[src/rtl/logic_triplet_pkg.sv]
// logic_triplet_pkg
// Shared definitions for the logic-triplet decoder.
//   LANE_OR / LANE_AND / LANE_XOR : lane positions inside an input triplet
//   ERR_CNT_W                     : width of the error counter
//   MAX_W / lane_t                : widest lane the consistency function accepts
//   lanes_consistent()            : 1 when the three lanes could have been produced
//                                   from one operand pair (b|c, b&c, b^c)
package logic_triplet_pkg;

  localparam int LANE_OR   = 0;
  localparam int LANE_AND  = 1;
  localparam int LANE_XOR  = 2;

  localparam int ERR_CNT_W = 16;

  // The check is width-agnostic: zero-extended upper bits are always
  // consistent, so callers cast their lanes up to lane_t.
  localparam int MAX_W = 64;
  typedef logic [MAX_W-1:0] lane_t;

  // AND may only have ones where OR has ones, and XOR must be exactly
  // the bits where OR and AND disagree.
  function automatic logic lanes_consistent(input lane_t l_or,
                                            input lane_t l_and,
                                            input lane_t l_xor);
    return ((l_and & ~l_or) == '0) && (l_xor == (l_or ^ l_and));
  endfunction

endpackage

[src/rtl/ltd_fifo.sv]
// ltd_fifo
// Small synchronous FIFO holding decoded results.
//   clk, rst_n : clock, asynchronous active-low reset (pointers and count)
//   i_push     : write i_data (taken even when full if i_pop pops on the same edge)
//   i_data     : DW-bit entry to store
//   i_pop      : remove the head entry (ignored when empty)
//   o_data     : head entry, visible combinationally
//   o_count    : number of stored entries, 0..DEPTH
//   o_empty    : o_count == 0
// DEPTH must be a power of two, so the pointers wrap by simple overflow.
module ltd_fifo #(
  parameter int DEPTH = 4,
  parameter int DW    = 17,
  localparam int AW   = $clog2(DEPTH)
) (
  input  logic          clk,
  input  logic          rst_n,
  input  logic          i_push,
  input  logic [DW-1:0] i_data,
  input  logic          i_pop,
  output logic [DW-1:0] o_data,
  output logic [AW:0]   o_count,
  output logic          o_empty
);

  localparam logic [AW:0] FULL_CNT = DEPTH[AW:0];

  logic [DW-1:0] r_mem [DEPTH];
  logic [AW-1:0] r_wr_ptr;
  logic [AW-1:0] r_rd_ptr;
  logic [AW:0]   r_count;

  logic w_full;
  logic w_push;
  logic w_pop;

  assign o_empty = (r_count == '0);
  assign w_full  = (r_count == FULL_CNT);
  assign w_pop   = i_pop & ~o_empty;
  // A full FIFO still accepts a write when the head leaves on the same edge.
  assign w_push  = i_push & (~w_full | w_pop);

  // Storage is not reset: its content is never visible while the FIFO is empty.
  always_ff @(posedge clk) begin
    if (w_push) begin
      r_mem[r_wr_ptr] <= i_data;
    end
  end

  always_ff @(posedge clk or negedge rst_n) begin
    if (!rst_n) begin
      r_wr_ptr <= '0;
      r_rd_ptr <= '0;
      r_count  <= '0;
    end else begin
      if (w_push) begin
        r_wr_ptr <= r_wr_ptr + 1'b1;
      end
      if (w_pop) begin
        r_rd_ptr <= r_rd_ptr + 1'b1;
      end
      case ({w_push, w_pop})
        2'b10:   r_count <= r_count + 1'b1;
        2'b01:   r_count <= r_count - 1'b1;
        default: r_count <= r_count;
      endcase
    end
  end

  // Combinational head read keeps the result visible in the same cycle the
  // count goes non-zero.
  assign o_data  = r_mem[r_rd_ptr];
  assign o_count = r_count;

endmodule

[src/rtl/logic_triplet_decoder.sv]
// logic_triplet_decoder
// Accepts {XOR, AND, OR} lane triplets, checks that they describe one operand
// pair, and returns the canonical pair (b = OR lane, c = AND lane) plus an
// error flag through a small output FIFO.
//   clk, rst_n           : clock, asynchronous active-low reset
//   in_trip              : [2:0][W-1:0] triplet, lane 0 = OR, 1 = AND, 2 = XOR
//   in_valid / in_ready  : input handshake
//   out_valid / out_ready: output handshake
//   out_b, out_c, out_err: FIFO head (zero while out_valid = 0)
//   err_clr              : synchronous clear of err_cnt (priority over increment)
//   err_cnt              : saturating count of inconsistent words accepted
// Optional feature: define LOGIC_TRIPLET_ERR_CNT_EN to build the error counter;
// without it err_cnt is tied to zero and err_clr is ignored.
module logic_triplet_decoder
  import logic_triplet_pkg::*;
#(
  parameter int W     = 8,
  parameter int DEPTH = 4
) (
  input  logic                 clk,
  input  logic                 rst_n,
  input  logic [2:0][W-1:0]    in_trip,
  input  logic                 in_valid,
  output logic                 in_ready,
  output logic                 out_valid,
  input  logic                 out_ready,
  output logic [W-1:0]         out_b,
  output logic [W-1:0]         out_c,
  output logic                 out_err,
  input  logic                 err_clr,
  output logic [ERR_CNT_W-1:0] err_cnt
);

  localparam int DW = 2 * W + 1;
  localparam int AW = $clog2(DEPTH);
  localparam logic [AW+1:0] DEPTH_L = DEPTH[AW+1:0];

  logic          r_run;
  logic          r_s1_valid;
  logic [DW-1:0] r_s1_data;

  logic          w_accept;
  logic          w_cons;
  logic [DW-1:0] w_s1_next;
  logic [DW-1:0] w_head;
  logic [AW:0]   w_count;
  logic          w_empty;
  logic [AW+1:0] w_occ;

  assign w_cons = lanes_consistent(lane_t'(in_trip[LANE_OR]),
                                   lane_t'(in_trip[LANE_AND]),
                                   lane_t'(in_trip[LANE_XOR]));

  // Entry layout: {err, c, b}.
  assign w_s1_next = {~w_cons, in_trip[LANE_AND], in_trip[LANE_OR]};

  // Words held in s1 are already committed to the FIFO, so they count
  // against its space; this keeps the unconditional s1 push lossless.
  assign w_occ    = {1'b0, w_count} + {{(AW + 1){1'b0}}, r_s1_valid};
  assign in_ready = r_run & (w_occ < DEPTH_L);
  assign w_accept = in_valid & in_ready;

  // r_run holds in_ready low during reset and for the cycle before the
  // first edge after release.
  always_ff @(posedge clk or negedge rst_n) begin
    if (!rst_n) begin
      r_run <= 1'b0;
    end else begin
      r_run <= 1'b1;
    end
  end

  always_ff @(posedge clk or negedge rst_n) begin
    if (!rst_n) begin
      r_s1_valid <= 1'b0;
      r_s1_data  <= '0;
    end else begin
      r_s1_valid <= w_accept;
      if (w_accept) begin
        r_s1_data <= w_s1_next;
      end
    end
  end

  ltd_fifo #(
    .DEPTH (DEPTH),
    .DW    (DW)
  ) u_fifo (
    .clk     (clk),
    .rst_n   (rst_n),
    .i_push  (r_s1_valid),
    .i_data  (r_s1_data),
    .i_pop   (out_valid & out_ready),
    .o_data  (w_head),
    .o_count (w_count),
    .o_empty (w_empty)
  );

  // Outputs are forced to zero while empty so reset never exposes stale RAM.
  assign out_valid = ~w_empty;
  assign out_b     = w_empty ? '0   : w_head[W-1:0];
  assign out_c     = w_empty ? '0   : w_head[2*W-1:W];
  assign out_err   = w_empty ? 1'b0 : w_head[DW-1];

`ifdef LOGIC_TRIPLET_ERR_CNT_EN
  logic [ERR_CNT_W-1:0] r_err_cnt;

  always_ff @(posedge clk or negedge rst_n) begin
    if (!rst_n) begin
      r_err_cnt <= '0;
    end else if (err_clr) begin
      r_err_cnt <= '0;
    end else if (w_accept && !w_cons && !(&r_err_cnt)) begin
      r_err_cnt <= r_err_cnt + 1'b1;
    end
  end

  assign err_cnt = r_err_cnt;
`else
  logic w_unused_err_clr;

  assign w_unused_err_clr = err_clr;
  assign err_cnt          = '0;
`endif

endmodule
[config.mk]
export PLATFORM = sky130hd
export DESIGN_NAME = logic_triplet_decoder
export DESIGN_NICKNAME = d
export VERILOG_FILES = /design/src/rtl/logic_triplet_pkg.sv /design/src/rtl/ltd_fifo.sv /design/src/rtl/logic_triplet_decoder.sv
export SDC_FILE = /design/constraint.sdc
export NUM_CORES = 1
export LEC_CHECK = 0
export CORE_MARGIN = 10
export CORE_UTILIZATION = 30
export CTS_BUF_LIST = sky130_fd_sc_hd__clkbuf_8
export CTS_CLUSTER_DIAMETER = 120
export DETAILED_ROUTE_END_ITERATION = 10
export GPL_TIMING_DRIVEN = 0
export HOLD_SLACK_MARGIN = 0.08
export MAX_ROUTING_LAYER = met4
export PLACE_DENSITY = 0.6
export RECOVER_POWER = 25
export SYNTH_ARGS = -nofsm -noshare
export SYNTH_HDL_FRONTEND = slang
export SYNTH_SLANG_ARGS = --single-unit
export TNS_END_PERCENT = 50
[constraint.sdc]
create_clock -name clk -period 2.25 [get_ports clk]
set_clock_uncertainty 0.15 [all_clocks]
set_input_delay 0.225 -clock clk [delete_from_list [all_inputs] [get_ports clk]]
set_output_delay 0.225 -clock clk [all_outputs]
set_load 0.02 [all_outputs]
==> flow_summary.ini, run 1 <==
[outcome]
status = finished, violations left
violations = negative setup slack

[placed_design]
dp_hpwl_um = 6040
port_buffers = 45
pre_cts_ws_ps = -304
globalplace.congestion = 0.789

[power]
p_per_area_mw_per_mm2 = 1220
ir_drop_v = 0.000521
leakage_uw = 0.00200
power.total_uw = 6320

[finish]
layout.nets = 373
area_growth_pct = 25.0
n_antenna_cell = 0
drive_gt1_share_pct = 34.8

[drt]
dr.pass1.iters = 4
drt_iter0_markers = 150
post_drt_wl_per_cell_um = 17.4
via_per_inst = 4.36
routed_wl_um = 8910
drc = 0
num_vias = 2232
postRouteAntennaNets = 0

[grt]
first_global_vias = 2270
top_usage_layer = met2
use_met2_pct = 14.3
grt_max_degree = 27
gr-usage-met3_pct = 3.10
grt_use_total_pct = 9.69
grt_pass1_wl_um = 13200
grt_overflow_total = 0
met1_usage_pct = 12.3
antenna_found_initial = 0

[sta]
tns_ps = -17.1
rsz0062_at_grt = yes
period_needed_ps = 2270
period_share_pct = 101
worstMarginPinSlew_ps = 735
setup_viol = 1
layout_setup_ws_ps = -17.1
hold_viol_final = 0
max_freq_mhz = 441
timing.slew.headroom_pct = 51.0
slew_viol_final = 0

[worst_setup_path]
path_class = reg2out
cp.required_ps = 1880
crit_arrival_ps = 1890
cp-end-kind = primary output
worstSetupStartpointType = flip-flop
worstPathMaxFanout = 11

[run]
maxCapViolations = 0

[yosys]
ys_async_sr_fraction_pct = 27.7
ys_warn_count = 0
seq_area_frac_synth_pct = 64.8
synthSimpleGateAreaFrac_pct = 5.85
syn_area_sq_mm = 0.00415
synth_area_leaders = edfxtp_1 (49%), dfrtp_1 (16%), mux4_2 (9.2%)
synthMuxAreaShare_pct = 14.5
synthCells = 247
synth_cell_type_count = 33
synth-seq-cells = 94
synth_edf_count = 68
netlist.top_cell.by_area = edfxtp_1
ys.flop_type = edfxtp_1
synth.cells.most_frequent = edfxtp_1 (68), dfrtp_1 (26), and2_1 (21), buf_4 (18), mux4_2 (17)
synthXorXnorAreaFrac_pct = 2.74
synthAdderAreaFrac_pct = 4.10
synth_top_area_share_pct = 49.2
synth_area_per_cell_sq_um = 16.8
synth_compound_area_share_pct = 2.35
synth.most_common_cell = edfxtp_1
synth_top_family_by_area = multiplexers

[die]
dieArea_sq_mm = 0.0189
coreArea_sq_mm = 0.0134
rows = 42
die_h_um = 138
die_x_um = 138
start_util_pct = 31.0
io_pins = 64

[min_path]
hold_path_class = in2reg

[clock_network]
h-tree-depth = 3
cts.clk_slew.worst_paths_ps = 90
cts-root-buf = clkbuf_8
worst_skew_pair.late_latency_ps = 370
cts_buffer_depth = 2
cts_tree = done
cts.sinks = 94
cts_buffers = 9
[path summary, 6_finish.rpt]
path	slack, ps	cells past startpoint	end	start
max	-20	5	out_b[0]	u_fifo.r_rd_ptr[0]
min	170	3	u_fifo.r_rd_ptr[1]	out_ready
max reg2reg	80	5	r_s1_data[11]	u_fifo.o_count[2]
min reg2reg	370	0	u_fifo.r_mem[1][4]	r_s1_data[4]
max in group asynchronous	1230	2	u_fifo.o_count[2]	rst_n
min in group asynchronous	250	2	u_fifo.o_count[0]	rst_n
[layout make-up]
cell class,instances,area [sq um]
multi-input cells,129,1310
flip-flops and latches,94,2700
fillers,1256,8210
clock buffers,9,124
plain buffers,25,223
clock inverters,7,72.6
repair buffers,58,493
well taps,176,220
inverters,14,52.6
[critical path, stage by stage (launching register included)]
cell and delay (ps):
dfrtp_1 380, buf_12 170, buf_12 140, mux4_2 510, and2_1 180, buf_2 150
[registers in the layout, indices dropped and copies added, names as in the netlist]
register,flops
u_fifo.r_wr_ptr,2
u_fifo.r_mem,68
u_fifo.r_rd_ptr,2
u_fifo.o_count,3
r_run,1
r_s1_data,17
r_s1_valid,1
[placed cells by master, fill, tap and decap left out, types with 4 or more instances in the layout]
master / netlist / routed
mux4_2: 17 / 17
buf_2: 2 / 12
nand2_1: 4 / 4
nor4_1: 4 / 4
clkbuf_2: 0 / 4
ha_1: 12 / 12
mux2_4: 7 / 7
conb_1: 2 / 17
edfxtp_1: 68 / 68
dfrtp_1: 26 / 23
and2_1: 21 / 14
xnor2_1: 11 / 11
buf_4: 18 / 30
mux2_2: 10 / 10
clkdlybuf4s50_1: 0 / 25
clkbuf_8: 0 / 9
and2_2: 0 / 4
inv_1: 14 / 15
[report_power, final]
part	internal, uW	total, uW	switching (uW)
clock network	517	1110	595
logic	1330	2570	1240
registers	2390	2640	252
total	4230	6320	2090
[what timing repair did]
item	in CTS	in global routing
buffers inserted	1	10
hold buffers	0	1
endpoints found under the hold margin	0	26
cloned	0	1
resized for setup	84	17
setup endpoints to repair	89	85
pin swaps	0	2
[per-layer routing]
layer / up-vias / routed length [um]
li1: 1044 / -
met1: 1105 / 4120
met2: 70 / 4030
met3: 13 / 662
met4: 0 / 95
met5: - / 0
[cells by family after synthesis]
kind of cell,Yosys count
xor+xnor,13
fa+ha+maj,13
flops,94
compound gates,11
simple gates,41
other cells,2
buf+inv,39
mux,34
[per-stage QoR]
step | area [sq um] | utilization, % | instances | hold WS [ps]
6_report | 5190 | 38.7 | 512 | 173
3_3_place_gp | 4880 | 36.4 | 483 | 336
5_1_grt | 5190 | 38.7 | 512 | 197
3_5_place_dp | 4880 | 36.4 | 483 | 359
2_1_floorplan | 4210 | - | 262 | -221
4_1_cts | 5110 | 38.2 | 500 | 145
Power figures use the tool's default switching activity.
==> run 2, diff against run 1 <==
--- a/config.mk
+++ b/config.mk
@@ -7,7 +7,6 @@
 export LEC_CHECK = 0
 export CORE_MARGIN = 10
 export CORE_UTILIZATION = 30
-export CTS_BUF_LIST = sky130_fd_sc_hd__clkbuf_8
 export CTS_CLUSTER_DIAMETER = 120
 export DETAILED_ROUTE_END_ITERATION = 10
 export GPL_TIMING_DRIVEN = 0
@@ -15,6 +14,7 @@
 export MAX_ROUTING_LAYER = met4
 export PLACE_DENSITY = 0.6
 export RECOVER_POWER = 25
+export SLEW_MARGIN = 20
 export SYNTH_ARGS = -nofsm -noshare
 export SYNTH_HDL_FRONTEND = slang
 export SYNTH_SLANG_ARGS = --single-unit
==> flow_summary.ini, run 2 (synthesis gave the netlist of run 1 again) <==
[grt]
first_global_vias = 2336
grt_use_total_pct = 10.0
grt_overflow_total = 0
antenna_found_initial = 0
grt_max_degree = 27
grt_pass1_wl_um = 13600

[finish]
drive_gt1_share_pct = 37.0
largest_register_ffs = 68
regArea_sq_mm = 0.00270
final_common_cell = edfxtp_1
fin_util_pct = 40.3
n_antenna_cell = 0
fillers = 1250
layout.nets = 375
multiInputGateArea_sq_mm = 0.00133
max_flop_register = u_fifo.r_mem
mostFrequentLayoutCells = edfxtp_1 (68), buf_4 (28), clkdlybuf4s50_1 (25)
area_growth_pct = 30.0

[drt]
routed_wl_um = 8910
num_vias = 2261
via_per_inst = 4.40
postRouteAntennaNets = 0
post_drt_wl_per_cell_um = 17.3
drt_iter0_markers = 159
drc = 0
dr.pass1.iters = 4

[clock_network]
cts_buffer_depth = 2
cts_tree = done
worst_skew_pair.late_latency_ps = 340
cts.clk_slew.worst_paths_ps = 60
h-tree-depth = 3
cts_buffers = 9
cts-root-buf = clkbuf_16
cts.sinks = 94

[sta]
period_share_pct = 99.9
hold_viol_final = 0
max_freq_mhz = 445
timing.slew.headroom_pct = 50.3
slew_viol_final = 0
setup_viol = 0
worst_hold_slack_ps = 202
rsz0062_at_grt = yes
period_needed_ps = 2250
worstMarginPinSlew_ps = 745

[power]
p_per_area_mw_per_mm2 = 1290
ir_drop_v = 0.000459
power.total_uw = 6980
leakage_uw = 0.00209

[placed_design]
globalplace.congestion = 0.789
dp_hpwl_um = 6040
port_buffers = 45

[worst_setup_path]
cp-end-kind = primary output
ff2ff_path_depth = 5
crit_arrival_ps = 1870
worstPathMaxFanout = 5
rrSetupSlack_ps = 60
reg2reg_from = u_fifo.o_count[0]
cp.required_ps = 1880
path_class = reg2out
worstReg2RegEnd = r_s1_data[11]
worstSetupStartpointType = flip-flop

[die]
die_h_um = 138
dieArea_sq_mm = 0.0189
coreArea_sq_mm = 0.0134
io_pins = 64
rows = 42
start_util_pct = 31.0
die_x_um = 138

[min_path]
hold-path-cell-count = 3
whs_endpoint = u_fifo.r_rd_ptr[0]
min-delay-start = out_ready
hold_path_class = in2reg

[outcome]
status = finished, final reports clean

[run]
maxCapViolations = 0
run 2: how the worst max path moves through the flow:
stage                  startpoint                 end  slack [ps]
6_report       u_fifo.r_rd_ptr[0]            out_b[0]           2
5_1_grt        u_fifo.r_rd_ptr[0]            out_b[4]         -60
3_3_place_gp   u_fifo.r_rd_ptr[0]            out_b[0]        -230
4_1_cts         u_fifo.o_count[0]   u_fifo.o_count[2]        -120
3_5_place_dp           r_s1_valid  u_fifo.r_mem[3][2]        -310
2_1_floorplan   u_fifo.o_count[1]   u_fifo.o_count[2]          30
run 2: final cells by class:
class	count	area share, %
Sequential cell	94	49.9
Multi-Input combinational cell	129	24.6
Timing Repair Buffer	60	10.8
Clock buffer	10	4.24
Buffer	25	4.12
Tap cell	176	4.08
Clock inverter	6	1.27
Inverter	14	0.973
run 2: critical path: stages (launching register included):
cell and delay, ps:
dfrtp_2 420, clkbuf_16 180, buf_12 120, mux4_2 510, and2_4 170, buf_6 120
run 2: metal layers:
metal	global-route usage [%]	share of wire, %
met1	12.8	47
met2	14.7	45
met3	3.75	7.0
met5	-	0
met4	2.63	1.1
run 2: power breakdown:
part / switching (uW) / internal, uW / leakage [uW]
Clock: 633 / 869 / 0.000143
Combinational: 1270 / 1550 / 0.00103
Sequential: 262 / 2390 / 0.000907
run 2: what timing repair did:
action | 4_1_cts | 5_1_grt
cloned | 2 | 0
pin swaps | 0 | 2
resized for setup | 96 | 23
setup endpoints to repair | 89 | 85
buffers inserted | 3 | 10
hold buffers | 1 | 0
hold endpoints to repair | 26 | 0
run 2: metrics by stage:
step / setup TNS [ps] / setup WS, ps / instances / cell area, sq um
final: 0 / 2.49 / 514 / 5400
after CTS: -676 / -122 / 505 / 5320
after global routing: -271 / -55.4 / 514 / 5400
after floorplan: 0 / 32.0 / 262 / 4210
after detailed placement: -22520 / -310 / 483 / 4880
after global placement: -16030 / -233 / 483 / 4880
==> run 3, diff against run 2 <==
--- a/config.mk
+++ b/config.mk
@@ -6,16 +6,17 @@
 export NUM_CORES = 1
 export LEC_CHECK = 0
 export CORE_MARGIN = 10
-export CORE_UTILIZATION = 30
+export CORE_UTILIZATION = 24
 export CTS_CLUSTER_DIAMETER = 120
 export DETAILED_ROUTE_END_ITERATION = 10
 export GPL_TIMING_DRIVEN = 0
 export HOLD_SLACK_MARGIN = 0.08
 export MAX_ROUTING_LAYER = met4
-export PLACE_DENSITY = 0.6
+export PLACE_DENSITY = 0.52
 export RECOVER_POWER = 25
 export SLEW_MARGIN = 20
 export SYNTH_ARGS = -nofsm -noshare
 export SYNTH_HDL_FRONTEND = slang
+export SYNTH_HIERARCHICAL = 1
 export SYNTH_SLANG_ARGS = --single-unit
 export TNS_END_PERCENT = 50
==> flow_summary.ini, run 3 <==
[drt]
dr.pass1.iters = 4
drt_iter0_markers = 119
post_drt_wl_per_cell_um = 16.4
via_per_inst = 3.95
num_vias = 2158
routed_wl_um = 8990
drc = 0
postRouteAntennaNets = 0

[worst_setup_path]
path_delay_family = adder cells
crit_arrival_ps = 2360
startpoint = u_fifo/o_count[1]
worstPathMaxFanout = 2
cp-end-kind = flip-flop
cp_slowest_cell = dfrtp_2
slowest_delay_ps = 430
path_class = reg2reg
reg2reg_from = u_fifo/o_count[1]
worstSetupStartpointType = flip-flop
crit_chain = nor3_4 > nor2b_2 > o41a_4 > inv_4 > ha_4 > inv_2 > fa_2 > xor2_1 > nor2_1 > xnor2_1
path_buf_inv = 2
cp.required_ps = 2350

[yosys]
synth.cells.most_frequent = edfxtp_1 (68), dfrtp_1 (26), buf_4 (18), nor2b_1 (18), mux4_2 (17)
synthCells = 235
ys_warn_count = 6
synth_top_area_share_pct = 49.5
synth_cell_type_count = 29
ys.flop_type = edfxtp_1
ys_async_sr_fraction_pct = 27.7
synth_area_leaders = edfxtp_1 (50%), dfrtp_1 (16%), mux4_2 (9.3%)
syn_area_sq_mm = 0.00412
synth-seq-cells = 94
netlist.top_cell.by_area = edfxtp_1
synth_area_per_cell_sq_um = 17.5
synth_edf_count = 68
seq_area_frac_synth_pct = 65.3
synth.most_common_cell = edfxtp_1

[sta]
timing.slew.headroom_pct = 57.3
rsz0062_at_grt = yes
slew_viol_final = 0
setup_viol = 1
max_freq_mhz = 443
layout_setup_ws_ps = -8.82
period_needed_ps = 2260
worstMarginPinSlew_ps = 641
period_share_pct = 100
hold_viol_final = 0

[finish]
drive_gt1_share_pct = 37.0
n_antenna_cell = 0
max_flop_register = u_fifo/r_mem
layout.nets = 365
fin_util_pct = 32.1
area_growth_pct = 29.9
fillers = 1650
mostFrequentLayoutCells = edfxtp_1 (68), buf_4 (30), clkdlybuf4s50_1 (26)
fin_cells = 547
largest_register_ffs = 68
final_common_cell = edfxtp_1

[die]
die_x_um = 151
start_util_pct = 24.7
die_h_um = 151
rows = 47
dieArea_sq_mm = 0.0228
coreArea_sq_mm = 0.0167
io_pins = 64

[min_path]
hold_path_class = in2async

[grt]
met1_usage_pct = 10.1
grt_overflow_total = 0
use_met2_pct = 13.0
top_usage_layer = met2
gr-usage-met3_pct = 2.68
grt_pass1_wl_um = 13500
antenna_found_initial = 0
grt_max_degree = 27
grt_use_total_pct = 8.35
first_global_vias = 2317

[placed_design]
placed_cells = 516
pre_cts_ws_ps = -685
globalplace.congestion = 0.723
port_buffers = 46
dp_hpwl_um = 6370

[clock_network]
cts.sinks = 94
cts_buffer_depth = 2
cts_buffers = 9
h-tree-depth = 3
cts.clk_slew.worst_paths_ps = 60
cts_tree = done
worst_skew_pair.late_latency_ps = 330
cts-root-buf = clkbuf_16

[outcome]
violations = negative setup slack
status = finished, violations left

[power]
leakage_uw = 0.00204
power.total_uw = 6550
ir_drop_v = 0.000567
p_per_area_mw_per_mm2 = 1220

[run]
maxCapViolations = 0
-- run 3: changes by cell type after synthesis, moves of 3 or more --
cell and delta:
and2_1 -21, o21ai_0 -3, nand2_1 -3, nor2b_1 +18, clkbuf_1 -3, and2_2 +4
-- run 3: worst paths after layout --
path	end	slack, ps	depth (start not counted)
setup reg to reg	u_fifo/o_count[2]	-9	10
min in group clk	u_fifo/r_mem[0][12]	370	0
max in group asynchronous	u_fifo/o_count[2]	1210	2
hold / removal	u_fifo/o_count[1]	290	2
setup / recovery	u_fifo/o_count[2]	-9	10
hold reg to reg	u_fifo/r_mem[0][12]	370	0
-- run 3: through the flow --
| stage | cell area (sq um) | hold slack, ps | setup TNS, ps |
|---|---|---|---|
| 2_1_floorplan | 4210 | -221 | -501 |
| 5_1_grt | 5360 | 335 | -108 |
| 3_5_place_dp | 4940 | 136 | -29210 |
| 3_3_place_gp | 4940 | 345 | -27860 |
| 6_report | 5360 | 290 | -8.82 |
| 4_1_cts | 5330 | 304 | -19.0 |
-- run 3: kinds of logic (layout without fill, tap and decap cells) --
kind of cell,after synthesis,count (layout),share of synthesized area (%)
AO/OA/AOI/OAI,5,5,1.70
XOR/XNOR,14,14,2.98
adder cells (fa/ha/maj),14,14,4.43
buffers and inverters,39,116,5.52
flip-flops,94,94,65.3
multiplexers,35,35,14.9
other,2,17,0.182
AND/OR/NAND/NOR,32,32,4.95
-- run 3: area by class of cell --
class	count	area [sq um]	area share, %
sequential	94	2700	50.4
multi-input combinational	117	1290	24.1
timing repair buffer	61	533	9.95
tap	220	275	5.14
clock buffer	11	233	4.35
buffer	22	201	3.76
inverter	17	66.3	1.24
clock inverter	5	61.3	1.14
-- run 3: repair_timing --
action                                  CTS  global route
pin swaps                                 4             2
hold endpoints to repair                 26             0
hold buffers                              1             0
gates cloned                              0             0
setup buffers                             9             5
resized for setup                        78            12
endpoints found under the setup margin   90            17
-- run 3: power breakdown --
part	leakage, uW	total (uW)	switching (uW)	internal (uW)
logic	0.00100	2450	1190	1260
clock network	0.000132	1470	605	863
registers	0.000910	2640	265	2370
total	0.00204	6550	2060	4490
-- run 3: routing by layer --
| layer | wire, um | vias up |
|---|---|---|
| li1 | - | 1004 |
| met1 | 3890 | 1084 |
| met2 | 4370 | 62 |
| met3 | 622 | 8 |
| met4 | 110 | 0 |
| met5 | 0 | - |
